### config.mk
export PLATFORM = sky130hd
export DESIGN_NAME = multicycle_ctrl
export DESIGN_NICKNAME = d
export VERILOG_FILES = /design/src/rtl/multicycle_ctrl.sv
export SDC_FILE = /design/constraint.sdc
export NUM_CORES = 1
export LEC_CHECK = 0
export BUFFER_PORTS_ARGS = -buffer_cell sky130_fd_sc_hd__buf_2
export CAP_MARGIN = 20
export CORE_AREA = 2 2 109 101
export CTS_CLUSTER_SIZE = 20
export DETAILED_ROUTE_END_ITERATION = 10
export DIE_AREA = 0 0 111 103
export SLEW_MARGIN = 5
export SYNTH_ARGS = -nofsm -noshare
export SYNTH_HDL_FRONTEND = slang
export SYNTH_SLANG_ARGS = --single-unit
### constraint.sdc
create_clock -name clk -period 2.9 [get_ports clk]
set_input_delay 0.435 -clock clk [delete_from_list [all_inputs] [get_ports clk]]
set_output_delay 0.435 -clock clk [all_outputs]
set_load 0.1 [all_outputs]
### src/rtl/multicycle_ctrl.sv
// Main control FSM of the multicycle MIPS core: sequences fetch/decode/execute/
// memory/writeback, drives datapath selects and enables, and bounds memory waits.
module multicycle_ctrl #(
    parameter int TIMEOUT = 16,
    parameter int CNT_W   = 32
) (
    input  logic             clk,
    input  logic             rst_n,
    input  logic [5:0]       opcode,
    input  logic             mem_ready,
    output logic [1:0]       aluop,
    output logic             alusrca,
    output logic [1:0]       alusrcb,
    output logic [1:0]       pcsrc,
    output logic             pcwrite,
    output logic             branch,
    output logic             iord,
    output logic             memread,
    output logic             memwrite,
    output logic             irwrite,
    output logic             regdst,
    output logic             memtoreg,
    output logic             regwrite,
    output logic             illegal_op,
    output logic             mem_timeout,
    output logic [CNT_W-1:0] retired,
    output logic [3:0]       state_dbg
);

    localparam int WAIT_W = (TIMEOUT > 2) ? $clog2(TIMEOUT) : 1;

    localparam logic [5:0] OP_LW   = 6'b100011;
    localparam logic [5:0] OP_SW   = 6'b101011;
    localparam logic [5:0] OP_RT   = 6'b000000;
    localparam logic [5:0] OP_BEQ  = 6'b000100;
    localparam logic [5:0] OP_ADDI = 6'b001000;
    localparam logic [5:0] OP_J    = 6'b000010;

    typedef enum logic [3:0] {
        S_FETCH  = 4'd0,  S_DECODE = 4'd1,  S_MEMADR = 4'd2,  S_MEMRD  = 4'd3,
        S_MEMWB  = 4'd4,  S_MEMWR  = 4'd5,  S_RTEX   = 4'd6,  S_RTWB   = 4'd7,
        S_BEQEX  = 4'd8,  S_ADDIEX = 4'd9,  S_ADDIWB = 4'd10, S_JEX    = 4'd11
    } state_t;

    state_t             r_state;
    logic [WAIT_W-1:0]  r_wait;
    logic [CNT_W-1:0]   r_retired;
    logic               r_illegal;
    logic               r_timeout;

    state_t             w_next;
    logic               w_wait_done;
    logic               w_timeout;
    logic               w_illegal;
    logic               w_retire;

    assign w_wait_done = (r_wait == WAIT_W'(TIMEOUT - 1));

    // NOTE: every signal gets a default before the case, so no path leaves it unassigned and no latch is inferred.
    always_comb begin
        w_next    = r_state;
        w_timeout = 1'b0;
        w_illegal = 1'b0;
        w_retire  = 1'b0;
        case (r_state)
            S_FETCH: begin
                if (mem_ready)        w_next = S_DECODE;
                else if (w_wait_done) begin w_next = S_FETCH; w_timeout = 1'b1; end
            end
            S_DECODE: begin
                case (opcode)
                    OP_LW, OP_SW: w_next = S_MEMADR;
                    OP_RT:        w_next = S_RTEX;
                    OP_BEQ:       w_next = S_BEQEX;
                    OP_ADDI:      w_next = S_ADDIEX;
                    OP_J:         w_next = S_JEX;
                    default:      begin w_next = S_FETCH; w_illegal = 1'b1; end
                endcase
            end
            S_MEMADR: w_next = (opcode == OP_SW) ? S_MEMWR : S_MEMRD;
            S_MEMRD: begin
                if (mem_ready)        w_next = S_MEMWB;
                else if (w_wait_done) begin w_next = S_FETCH; w_timeout = 1'b1; end
            end
            S_MEMWR: begin
                if (mem_ready)        begin w_next = S_FETCH; w_retire = 1'b1; end
                else if (w_wait_done) begin w_next = S_FETCH; w_timeout = 1'b1; end
            end
            S_RTEX:   w_next = S_RTWB;
            S_ADDIEX: w_next = S_ADDIWB;
            S_MEMWB, S_RTWB, S_BEQEX, S_ADDIWB, S_JEX: begin
                w_next   = S_FETCH;
                w_retire = 1'b1;
            end
            default:  w_next = S_FETCH;
        endcase
    end

    // NOTE: state registers use non-blocking assignments so all of them update from the same pre-edge values.
    always_ff @(posedge clk) begin
        if (!rst_n) begin
            r_state   <= S_FETCH;
            r_wait    <= '0;
            r_retired <= '0;
            r_illegal <= 1'b0;
            r_timeout <= 1'b0;
        end else begin
            r_state   <= w_next;
            r_illegal <= w_illegal;
            r_timeout <= w_timeout;
            // A timeout restarts the count even when the state stays in FETCH.
            if (w_next == r_state && !w_timeout &&
                (r_state == S_FETCH || r_state == S_MEMRD || r_state == S_MEMWR))
                r_wait <= r_wait + 1'b1;
            else
                r_wait <= '0;
            if (w_retire)
                r_retired <= r_retired + 1'b1;
        end
    end

    always_comb begin
        aluop    = 2'b00;
        alusrca  = 1'b0;
        alusrcb  = 2'b00;
        pcsrc    = 2'b00;
        pcwrite  = 1'b0;
        branch   = 1'b0;
        iord     = 1'b0;
        memread  = 1'b0;
        memwrite = 1'b0;
        irwrite  = 1'b0;
        regdst   = 1'b0;
        memtoreg = 1'b0;
        regwrite = 1'b0;
        case (r_state)
            S_FETCH:  begin memread = 1'b1; alusrcb = 2'b01; irwrite = mem_ready; pcwrite = mem_ready; end
            S_DECODE: alusrcb = 2'b11;
            S_MEMADR: begin alusrca = 1'b1; alusrcb = 2'b10; end
            S_MEMRD:  begin iord = 1'b1; memread = 1'b1; end
            S_MEMWB:  begin memtoreg = 1'b1; regwrite = 1'b1; end
            S_MEMWR:  begin iord = 1'b1; memwrite = 1'b1; end
            S_RTEX:   begin alusrca = 1'b1; aluop = 2'b10; end
            S_RTWB:   begin regdst = 1'b1; regwrite = 1'b1; end
            S_BEQEX:  begin alusrca = 1'b1; aluop = 2'b01; pcsrc = 2'b01; branch = 1'b1; end
            S_ADDIEX: begin alusrca = 1'b1; alusrcb = 2'b10; end
            S_ADDIWB: regwrite = 1'b1;
            S_JEX:    begin pcsrc = 2'b10; pcwrite = 1'b1; end
            default:  ;
        endcase
        // Reset overrides the decode so nothing fires while the core is held.
        if (!rst_n) begin
            aluop    = 2'b00;
            alusrca  = 1'b0;
            alusrcb  = 2'b00;
            pcsrc    = 2'b00;
            pcwrite  = 1'b0;
            branch   = 1'b0;
            iord     = 1'b0;
            memread  = 1'b0;
            memwrite = 1'b0;
            irwrite  = 1'b0;
            regdst   = 1'b0;
            memtoreg = 1'b0;
            regwrite = 1'b0;
        end
    end

    assign illegal_op  = r_illegal & rst_n;
    assign mem_timeout = r_timeout & rst_n;
    assign retired     = r_retired;
    assign state_dbg   = r_state;

endmodule
-- Yosys cells after proc, flatten, opt, wreduce, memory -nomap -nowiden
Cells that the tools add are included.
- bits in registers: 42
- bits of input ports: 9
- output and inout port bits: 54
- word-level logic and storage cells: 84
- add/subtract/negate cells: 2
- equal/unequal tests: 18
- multiplexer cells: 39
- bitwise operators: 2
- reductions and logical operators: 18
- operators with widths (operator ; number):
    adder 32 x 1 -> 32 bit, second input constant ; 1
    case mux 4 bit (7 select lines) ; 1
    two-way mux 1 bit ; 24
    == test 4 bit, second input constant ; 5
    case mux 4 bit (5 select lines) ; 1
    == test 4 x 3 -> 1 bit, second input constant ; 4
    two-way mux 4 bit ; 4
    == test 6 bit, second input constant ; 2
    == test 4 x 2 -> 1 bit, second input constant ; 2
    case mux 2 bit (2 select lines) ; 2
    OR reduction 2 bit ; 4
    == test 6 x 2 -> 1 bit, second input constant ; 1
    == test 6 x 3 -> 1 bit, second input constant ; 1
    == test 6 x 4 -> 1 bit, second input constant ; 1
    logical NOT 6 bit ; 1
    two-way mux 2 bit ; 3
    case mux 2 bit (3 select lines) ; 1
    OR reduction 3 bit ; 2
    OR reduction 6 bit ; 1
    OR reduction 5 bit ; 1
    adder 4 x 1 -> 4 bit, second input constant ; 1
    == test 4 x 1 -> 1 bit, second input constant ; 1
    == test 4 bit ; 1
    logical NOT 4 bit ; 1
    8 further kinds ; 13

-- Depth between registers and ports, before layout
Gate-level depths: netlist of the first run.
- word-level depth: 8
- mapped depth: 8
- mapped depth without buffers: 6

-- Least setup slack after synthesis of the first run
No wires, ideal clock.
- path type: register to output
- start point: reg r_state[3] (netlist: state_dbg[3])
- end point: out aluop[0]
- data arrival time: 4.289 ns
- data required time: 2.465 ns
- slack: -1.824 ns
- cell stages (with the launch flop): 6
- path buffers: 2
- cells stage by stage: dfxtp_1 -> clkbuf_1 -> nor2b_1 -> nand2_1 -> nor3_1 -> buf_4
- longest elaborated chain between the ends: 3
- RTL lines (item ; line ; source):
    start: declaration ; 45 ; state_t r_state;
    start signal: assignment ; 108 ; r_state <= w_next;
    == test 4 bit / == test 4 x 3 -> 1 bit (equally long branches) ; 136 ; case (r_state)
    case mux 2 bit (2 select lines) * ; 136 ;
    two-way mux 2 bit * ; 152 ; if (!rst_n) begin
    end: declaration ; 11 ; output logic [1:0] aluop,
Every way passes the cells marked *; elsewhere a longest branch is shown, timed or not.

-- Final worst setup path of the first run
- start point: reg r_retired[6] (netlist: retired[6])
- end point: reg r_retired[28] (netlist: retired[28])
- longest elaborated chain between the ends: 1
- RTL lines (item ; line ; source):
    start: declaration ; 47 ; logic [CNT_W-1:0] r_retired;
    start signal: assignment ; 118 ; r_retired <= r_retired + 1'b1;
    adder 32 x 1 -> 32 bit ; 118 ;
No other way between the ends.
A chain may end at the register's enable or synchronous reset.

==> results of run 1 <==
==> power breakdown <==
group	leakage, µW	switching, µW	internal (µW)	total (µW)
Combinational	0.000767	89.3	25.9	115
Sequential	0.000341	7.39	579	587
Clock	0.0000741	231	319	550
Total	0.00118	327	925	1250
==> registers in the layout, summed over array words and instances (netlist names) <==
| name | flops |
|---|---|
| r_illegal | 1 |
| r_timeout | 1 |
| r_wait | 4 |
| retired | 32 |
| state_dbg | 4 |
==> worst max-delay path, cell delays in order, from the launching register on <==
cell     delay [ns]
dfxtp_1        0.43
nand4_1        0.27
nor4_4         0.54
nand3_2        0.30
or4_2          0.61
a21oi_1        0.15
==> worst paths after layout <==
check                               start                        to  slack (ns)  cells after the start
setup reg to reg  retired[6]$_SDFFE_PN0P_  retired[28]$_SDFFE_PN0P_        0.54                      5
hold / removal       r_wait[0]$_SDFF_PN0_      r_wait[0]$_SDFF_PN0_        0.45                      1
hold reg to reg      r_wait[0]$_SDFF_PN0_      r_wait[0]$_SDFF_PN0_        0.45                      1
setup / recovery  retired[6]$_SDFFE_PN0P_  retired[28]$_SDFFE_PN0P_        0.54                      5
==> synthesized netlist by cell type, types with 3 or more instances <==
cell	number	area (µm²)
nor2_1	39	146.4
nand4_1	14	87.58
xor2_1	19	166.4
and2_1	3	18.77
a21oi_1	24	120.1
nand2_1	19	71.32
and3_1	4	25.02
or3_1	7	43.79
nand3_1	15	75.07
inv_1	9	33.78
o31ai_1	6	45.04
dfxtp_1	42	840.8
nor4_1	3	18.77
nor3_1	12	60.06
nand4b_1	3	26.28
nor2b_1	5	31.28
xnor2_1	4	35.03
o21ai_0	16	80.08
clkbuf_1	11	41.29
==> metal layers <==
layer,GRT usage,vias up,part of all wire
li1,-,1152,-
met2,0.1557,54,0.43
met5,0,-,0
met3,0.02998,4,0.055
met4,0.02115,0,0.0076
met1,0.1502,1043,0.51
==> through the flow <==
step	total power, µW	setup TNS, ns
4_1_cts	1272	0
5_1_grt	1306	0
2_1_floorplan	689.4	-0.9248
3_5_place_dp	715.2	0
6_report	1252	0
3_3_place_gp	714.5	0
==> kinds of logic (layout without fill, tap and decap cells) <==
kind of cell               Yosys count  after routing  synth area share
xor gates and xnor gates            23             23           0.08726
DFF                                 42             42            0.3642
buffers and inverters               28             85           0.05420
AOI/OAI and AO/OA                   54             54            0.1350
muxes                                2              2          0.008672
and+or+nand+nor                    143            143            0.3398
adders and majority gates            2              2           0.01084
==> final cells by class <==
type / instances / area, µm² / share of cell area
multi-input cells: 224 / 1420 / 0.4789
well taps: 133 / 166.4 / 0.05612
flip-flops and latches: 42 / 848.3 / 0.2861
repair buffers: 67 / 347.8 / 0.1173
clock inverters: 3 / 20.02 / 0.006751
inverters: 10 / 37.54 / 0.01266
clock buffers: 5 / 125.1 / 0.04219
==> flow_summary.toml, run 1 <==
[critical_path]
critPathLaunchType = "flop"
critPathCaptureType = "flop"
arrival_ns = 2.58
cp.required_ns = 3.12
crit_path_max_fanout = 15
critical_path_class = "reg -> reg"

[clocking]
post-cts-setup-buffer-count = 0
clk_pin_slew_ns = 0.07
cts_root_buffer = "clkbuf_16"
cts_hold_buf = 0
cts_tree = "built"
clock-sinks = 42
ctsLongestPathBuffers = 2
clk_latency_ns = 0.28
htreeDepth = 2
cts-buffers-inserted = 5
cts-resized-gates = 0

[global_routing]
track_usage = 0.1043
grt_pass1_vias = 2033
overflow = 0
antenna_found_initial = 0
grt_max_degree = 34
grt_pass1_wl_um = 9936

[power_and_ir_drop]
leakage_uw = 0.001182
powerDensity_nw_per_um2 = 422.2
vdd.ir_drop.worst_uv = 203.5

[timing]
fmax_mhz = 423.8
hold_viol = 0
setup_viol = 0
tightest_slew_ns = 0.5177
fin_crit_sh = 0.8137
rsz0062_at_grt = "false"
maxSlewHeadroom = 0.6572
final_max_slew_viol_count = 0
holdWs_ns = 0.4464
period_needed_ns = 2.360
setup_ws_ns = 0.5403
clock_skew_ns = 0.008380

[routing]
routed_wl_um = 6046
ant_nets = 0
viasPerCell = 4.655
wl_per_cell_um = 12.49
num_vias = 2253
drcViolationCount = 0
firstDrtPassIters = 4
drt_iter0_drc = 99

[synthesis]
syn_nets = 305
netlist_area_um2 = 2308
synth_edf_count = 0
async_reset_ff_frac = 0
ys_types = 48
syn_area_per_cell_um2 = 7.852
ys.flop_type = "dfxtp_1"
synth_warnings = 0
synth_cells = 294
yosysSeqAreaShare = 0.3642
ys_seq_elements = 42

[die]
die_y_um = 103
core_area_um2 = 10410
start_util = 0.2219
die_x_um = 111
rows = 36
top_level_ports = 63
fp.dieArea_um2 = 11430

[place]
place_ws_ns = 0.5314
placed_area_um2 = 2820
numPlacedInstances = 476
dp_hpwl_um = 4503
gp_congestion = 0.8184
io_buffers = 62

[layout]
final_common_cell = "buf_2"
area_growth_pct = 28.46
final_cell_mix = "buf_2 (62), dfxtp_1 (38), nor2_1 (34), a21oi_1 (24)"
n_antenna_cell = 0
drive_gt1_frac = 0.3020
num-fill-cells = 1099
finalNetCount = 361
fin_cells = 484
postLayoutCellArea_um2 = 2965
fin_util = 0.2850

[run_status]
status = "complete, no violations"

[flow_run]
maxCapViolCount = 0

[worst_hold_path]
holdCritPathClass = "reg -> reg"
No activity file was read; power rests on OpenSTA's default activity.
==> run 2, diff against run 1 <==
Clock period 2.9 ns to 2.11 ns, I/O delays scaled along.
==> flow_summary.toml, run 2 (synthesized netlist as in run 1, its figures left out) <==
[run_status]
status = "complete, no violations"

[die]
rows = 36
die_x_um = 111
fp.dieArea_um2 = 11430
core_area_um2 = 10410
die_y_um = 103
start_util = 0.2219
top_level_ports = 63

[critical_path]
r2r_setup_slack_ns = 0.16
ff2ff_path_depth = 5
critical_path_class = "reg -> out"
worstReg2RegStart = "retired[14]$_SDFFE_PN0P_"
setup.worst_path.start = "state_dbg[3]$_SDFF_PN0_"
arrival_ns = 1.67
r2r-end = "retired[30]$_SDFFE_PN0P_"
critPathLaunchType = "flop"
crit_path_max_fanout = 11
critPathCaptureType = "primary output"
cp.required_ns = 1.79

[worst_hold_path]
holdCritPathClass = "in -> reg"
whs_path_depth = 3
hold_end = "r_timeout$_SDFF_PN0_"
hp-start = "mem_ready"

[global_routing]
grt_pass1_vias = 2126
antenna_found_initial = 0
grt_pass1_wl_um = 10490
overflow = 0
track_usage = 0.1110
grt_max_degree = 23

[clocking]
clock-sinks = 42
clk_pin_slew_ns = 0.06
htreeDepth = 2
clk_latency_ns = 0.28
post-cts-setup-buffer-count = 0
cts-buffers-inserted = 5
cts_root_buffer = "clkbuf_16"
cts_tree = "built"
ctsLongestPathBuffers = 2

[power_and_ir_drop]
powerDensity_nw_per_um2 = 514.9
vdd.ir_drop.worst_uv = 298.6
leakage_uw = 0.001260

[place]
gp_congestion = 0.8087
dp_hpwl_um = 4864
placed_area_um2 = 3148
io_buffers = 62

[layout]
final_common_cell = "buf_2"
drive_gt1_frac = 0.4095
postLayoutCellArea_um2 = 3308
fin_util = 0.3179
area_growth_pct = 43.31
largest_register_ffs = 32
final_cell_mix = "buf_2 (50), nor2_1 (34), dfxtp_4 (28), a21oi_1 (23), xor2_1 (19)"
finalNetCount = 369
n_antenna_cell = 0

[timing]
rsz0062_at_grt = "false"
maxSlewHeadroom = 0.6597
fin_crit_sh = 0.9431
period_needed_ns = 1.990
setup_viol = 0
clock_skew_ns = 0.004381
final_max_slew_viol_count = 0
fmax_mhz = 502.5
hold_viol = 0
finalSetupTns_ns = 0
holdWs_ns = 0.4000
tightest_slew_ns = 0.5140

[routing]
drt_iter0_drc = 91
routed_wl_um = 6337
num_vias = 2304
ant_nets = 0
drcViolationCount = 0
wl_per_cell_um = 12.88
viasPerCell = 4.683
firstDrtPassIters = 4

[flow_run]
maxCapViolCount = 0
-- run 2: worst max-delay path, stage by stage, from the launching register on --
cell and delay, ns:
dfxtp_4 0.42, nor2b_4 0.21, nand2_2 0.11, nor3_4 0.21, buf_2 0.45
-- run 2: through the flow --
step	power, µW	setup WS, ns	instances
3_3_place_gp	973.3	0.1704	484
2_1_floorplan	927.0	-0.4380	294
5_1_grt	1784	0.003419	492
4_1_cts	1731	0.04357	492
3_5_place_dp	976.1	0.1704	484
6_report	1703	0.1201	492
-- run 2: area by class of cell --
class                      count  area [µm²]
timing repair buffer          75       500.5
multi-input combinational    224        1509
fill                        1079        7097
clock inverter                 2       13.76
sequential                    42       952.2
tap                          133       166.4
clock buffer                   6       128.9
inverter                      10       37.54
-- run 2: layer usage --
layer | global-route usage | wire length [µm] | share of wire | up-vias
li1 | - | - | - | 1177
met1 | 0.1485 | 3103 | 0.49 | 1081
met2 | 0.1774 | 2853 | 0.45 | 42
met3 | 0.03292 | 338 | 0.053 | 4
met4 | 0.02788 | 41 | 0.0065 | 0
met5 | 0 | 0 | 0 | -
-- run 2: worst max-delay path by stage --
stage,depth (start not counted),slack [ns],endpoint
after detailed placement,5,0.17,retired[30]$_SDFFE_PN0P_
after global placement,5,0.17,retired[30]$_SDFFE_PN0P_
final,4,0.12,aluop[0]
after global routing,6,0.003,regwrite
after floorplan,5,-0.44,aluop[0]
after CTS,4,0.04,aluop[1]
-- run 2: repair_timing --
| item | in CTS | in global routing |
|---|---|---|
| hold endpoints to repair | 0 | 0 |
| endpoints found under the setup margin | 0 | 7 |
| hold buffers | 0 | 0 |
| resized for setup | 0 | 7 |
-- run 2: where the power goes --
group / switching [µW] / internal (µW) / leakage (µW)
clock: 307 / 439 / 0.0000708
sequential: 5.70 / 763 / 0.000364
combinational: 137 / 52.7 / 0.000825
total: 449 / 1250 / 0.00126
==> run 3, diff against run 2 <==
Settings changed: ABC_AREA set to 1, CORE_AREA 2 2 109 101 to 2 2 120 110, DIE_AREA 0 0 111 103 to 0 0 122 112.
==> flow_summary.toml, run 3 <==
[critical_path]
critical_path_class = "reg -> out"
slowest_stage = "buf_2"
critPathLaunchType = "flop"
critPathTopFamily = "buffers and inverters"
worstReg2RegStart = "state_dbg[1]$_SDFF_PN0_"
worstPathCellList = "nor2_2 -> inv_2 -> nor2_2 -> inv_1 -> nor2_4 -> buf_2"
r2r-end = "retired[28]$_SDFFE_PN0P_"
crit_path_frequent_cell = "nor2_2"
critPathCaptureType = "primary output"
cp_num_buf_inv = 3
cp.required_ns = 1.79
arrival_ns = 1.75
ff2ff_path_depth = 9
crit_path_max_fanout = 6
slowest_delay_ns = 0.44
r2r_setup_slack_ns = 0.40

[routing]
routed_wl_um = 8522
ant_nets = 0
wl_per_cell_um = 12.07
viasPerCell = 4.476
num_vias = 3160
drcViolationCount = 0
drt_iter0_drc = 151
firstDrtPassIters = 5

[timing]
final_max_slew_viol_count = 0
period_needed_ns = 2.069
fin_crit_sh = 0.9805
setup_viol = 0
tightest_slew_ns = 0.6186
rsz0062_at_grt = "true"
clock_skew_ns = 0.01326
finalSetupTns_ns = 0
maxSlewHeadroom = 0.5870
hold_viol = 0
fmax_mhz = 483.3

[layout]
finalNetCount = 552
postLayoutCellArea_um2 = 3677
final_cell_mix = "nand2_1 (160), nor2_1 (71), nand3_1 (55), buf_2 (54), inv_1 (42)"
num-fill-cells = 1405
area_growth_pct = 31.15
drive_gt1_frac = 0.2085
final_common_cell = "nand2_1"
n_antenna_cell = 0
largest_register_ffs = 32
fin_cells = 706

[clocking]
post-cts-setup-buffer-count = 0
clk_latency_ns = 0.29
clk_pin_slew_ns = 0.06
cts_root_buffer = "clkbuf_16"
cts-buffers-inserted = 5
htreeDepth = 2
ctsLongestPathBuffers = 2
cts_tree = "built"
clock-sinks = 42

[place]
dp_hpwl_um = 6503
io_buffers = 62
numPlacedInstances = 698
placed_area_um2 = 3526
gp_congestion = 0.8628

[flow_run]
maxCapViolCount = 0

[synthesis]
synth_top_family_by_area = "simple AND/OR/NAND/NOR gates"
ys.flop_type = "dfxtp_1"
netlist_area_um2 = 2804
synth_warnings = 0
netlist.area_leader.share = 0.2999
yosysSeqAreaShare = 0.2999
synth-adder-area-share = 0.008925
ys_types = 25
synth-simple-area-share = 0.4592
synthXorXnorAreaFrac = 0.04998
synth_area_leaders = "dfxtp_1 (30%), nand2_1 (22%), nor2_1 (10%)"
synth_compound_gate_area_share = 0.08434
yosys.area.top_type = "dfxtp_1"
synth_cells = 481
synth_edf_count = 0
ys_seq_elements = 42
syn_area_per_cell_um2 = 5.829
async_reset_ff_frac = 0
post-synth-top-count-cell = "nand2_1"
syn_nets = 492
synthMuxAreaShare = 0
yosys-top-cells-count = "nand2_1 (161), nor2_1 (78), nand3_1 (55)"

[global_routing]
busiest_layer = "met2"
antenna_found_initial = 0
overflow = 0
grt_max_degree = 33
track_usage = 0.1275
gr-usage-met2 = 0.2007
met1_usage = 0.1726
grt_pass1_vias = 2902
grtUsageMet3 = 0.03637
grt_pass1_wl_um = 14080

[die]
fp.dieArea_um2 = 13660
top_level_ports = 63
die_x_um = 122
start_util = 0.2253
die_y_um = 112
core_area_um2 = 12440
rows = 39

[power_and_ir_drop]
p_int_uw = 1279
combPwrFrac = 0.106
p_sw_uw = 477.0
netSwitchingFraction = 0.2716
powerDensity_nw_per_um2 = 477.6
pwr-share-seq = 0.455
clockPowerShare = 0.440
leakage_uw = 0.001482
vdd.ir_drop.worst_uv = 257.9

[worst_hold_path]
hold_end = "r_timeout$_SDFF_PN0_"
holdCritPathClass = "in -> reg"
hp-start = "mem_ready"
whs_path_depth = 4

[run_status]
status = "complete, no violations"
==> run 3: worst register-to-register path: stages (launching register included) <==
cell	delay, ns
dfxtp_4	0.38
inv_2	0.04
nand2_2	0.13
inv_2	0.06
nand2_2	0.11
nor2_1	0.10
nor3_4	0.15
buf_4	0.36
nand3_1	0.12
a21oi_1	0.17
==> run 3: kinds of logic (layout without fill, tap and decap cells) <==
group                    after synthesis  count (layout)
adder cells (fa/ha/maj)                2               2
XOR/XNOR                              16              16
buffers and inverters                 64             125
AND/OR/NAND/NOR                      312             312
flip-flops                            42              42
AO/OA/AOI/OAI                         45              45
==> run 3: layer usage <==
layer / vias to the layer above / wire length (µm) / share of wire
met2: 75 / 3774 / 0.44
li1: 1637 / - / -
met1: 1438 / 4095 / 0.48
met4: 0 / 99 / 0.012
met5: - / 0 / 0
met3: 10 / 553 / 0.065
==> run 3: final cells by class <==
cell class | instances | area (µm²) | share of cell area
clock buffers | 5 | 125.1 | 0.03403
flip-flops and latches | 42 | 858.3 | 0.2334
inverters | 48 | 180.2 | 0.04900
multi-input cells | 375 | 1819 | 0.4947
repair buffers | 69 | 470.5 | 0.1279
clock inverters | 3 | 18.77 | 0.005104
well taps | 164 | 205.2 | 0.05580
==> run 3: worst max-delay path by stage <==
stage | cells after the start | to | startpoint
after floorplan | 3 | alusrcb[0] | state_dbg[2]$_SDFF_PN0_
after global placement | 6 | alusrca | state_dbg[3]$_SDFF_PN0_
after detailed placement | 6 | aluop[0] | state_dbg[0]$_SDFF_PN0_
after CTS | 5 | pcsrc[1] | state_dbg[1]$_SDFF_PN0_
after global routing | 6 | aluop[0] | state_dbg[0]$_SDFF_PN0_
final | 6 | aluop[0] | state_dbg[0]$_SDFF_PN0_
==> run 3: power groups by stage <==
stage / Combinational [µW] / Sequential [µW] / Clock, µW
after CTS: 187 / 798 / 799
after floorplan: 121 / 830 / 0
after global routing: 198 / 799 / 835
after detailed placement: 186 / 817 / 0
final: 186 / 798 / 772
after global placement: 187 / 816 / 0
==> run 3: repair_timing <==
action,in CTS,in global routing
resized for setup,0,3
hold endpoints to repair,0,0
setup endpoints to repair,0,7
hold buffers,0,0
==> run 3: stage by stage <==
step           worst slack [ns]    util  total power (µW)  hold slack, ns
2_1_floorplan           -0.2071       -             950.3          0.4135
3_3_place_gp             0.3543  0.2834              1003          0.4367
3_5_place_dp             0.3361  0.2834              1003          0.4475
4_1_cts                 0.01936  0.2949              1784          0.3617
5_1_grt                -0.01900  0.2955              1832          0.3914
6_report                0.04109  0.2955              1756          0.3779
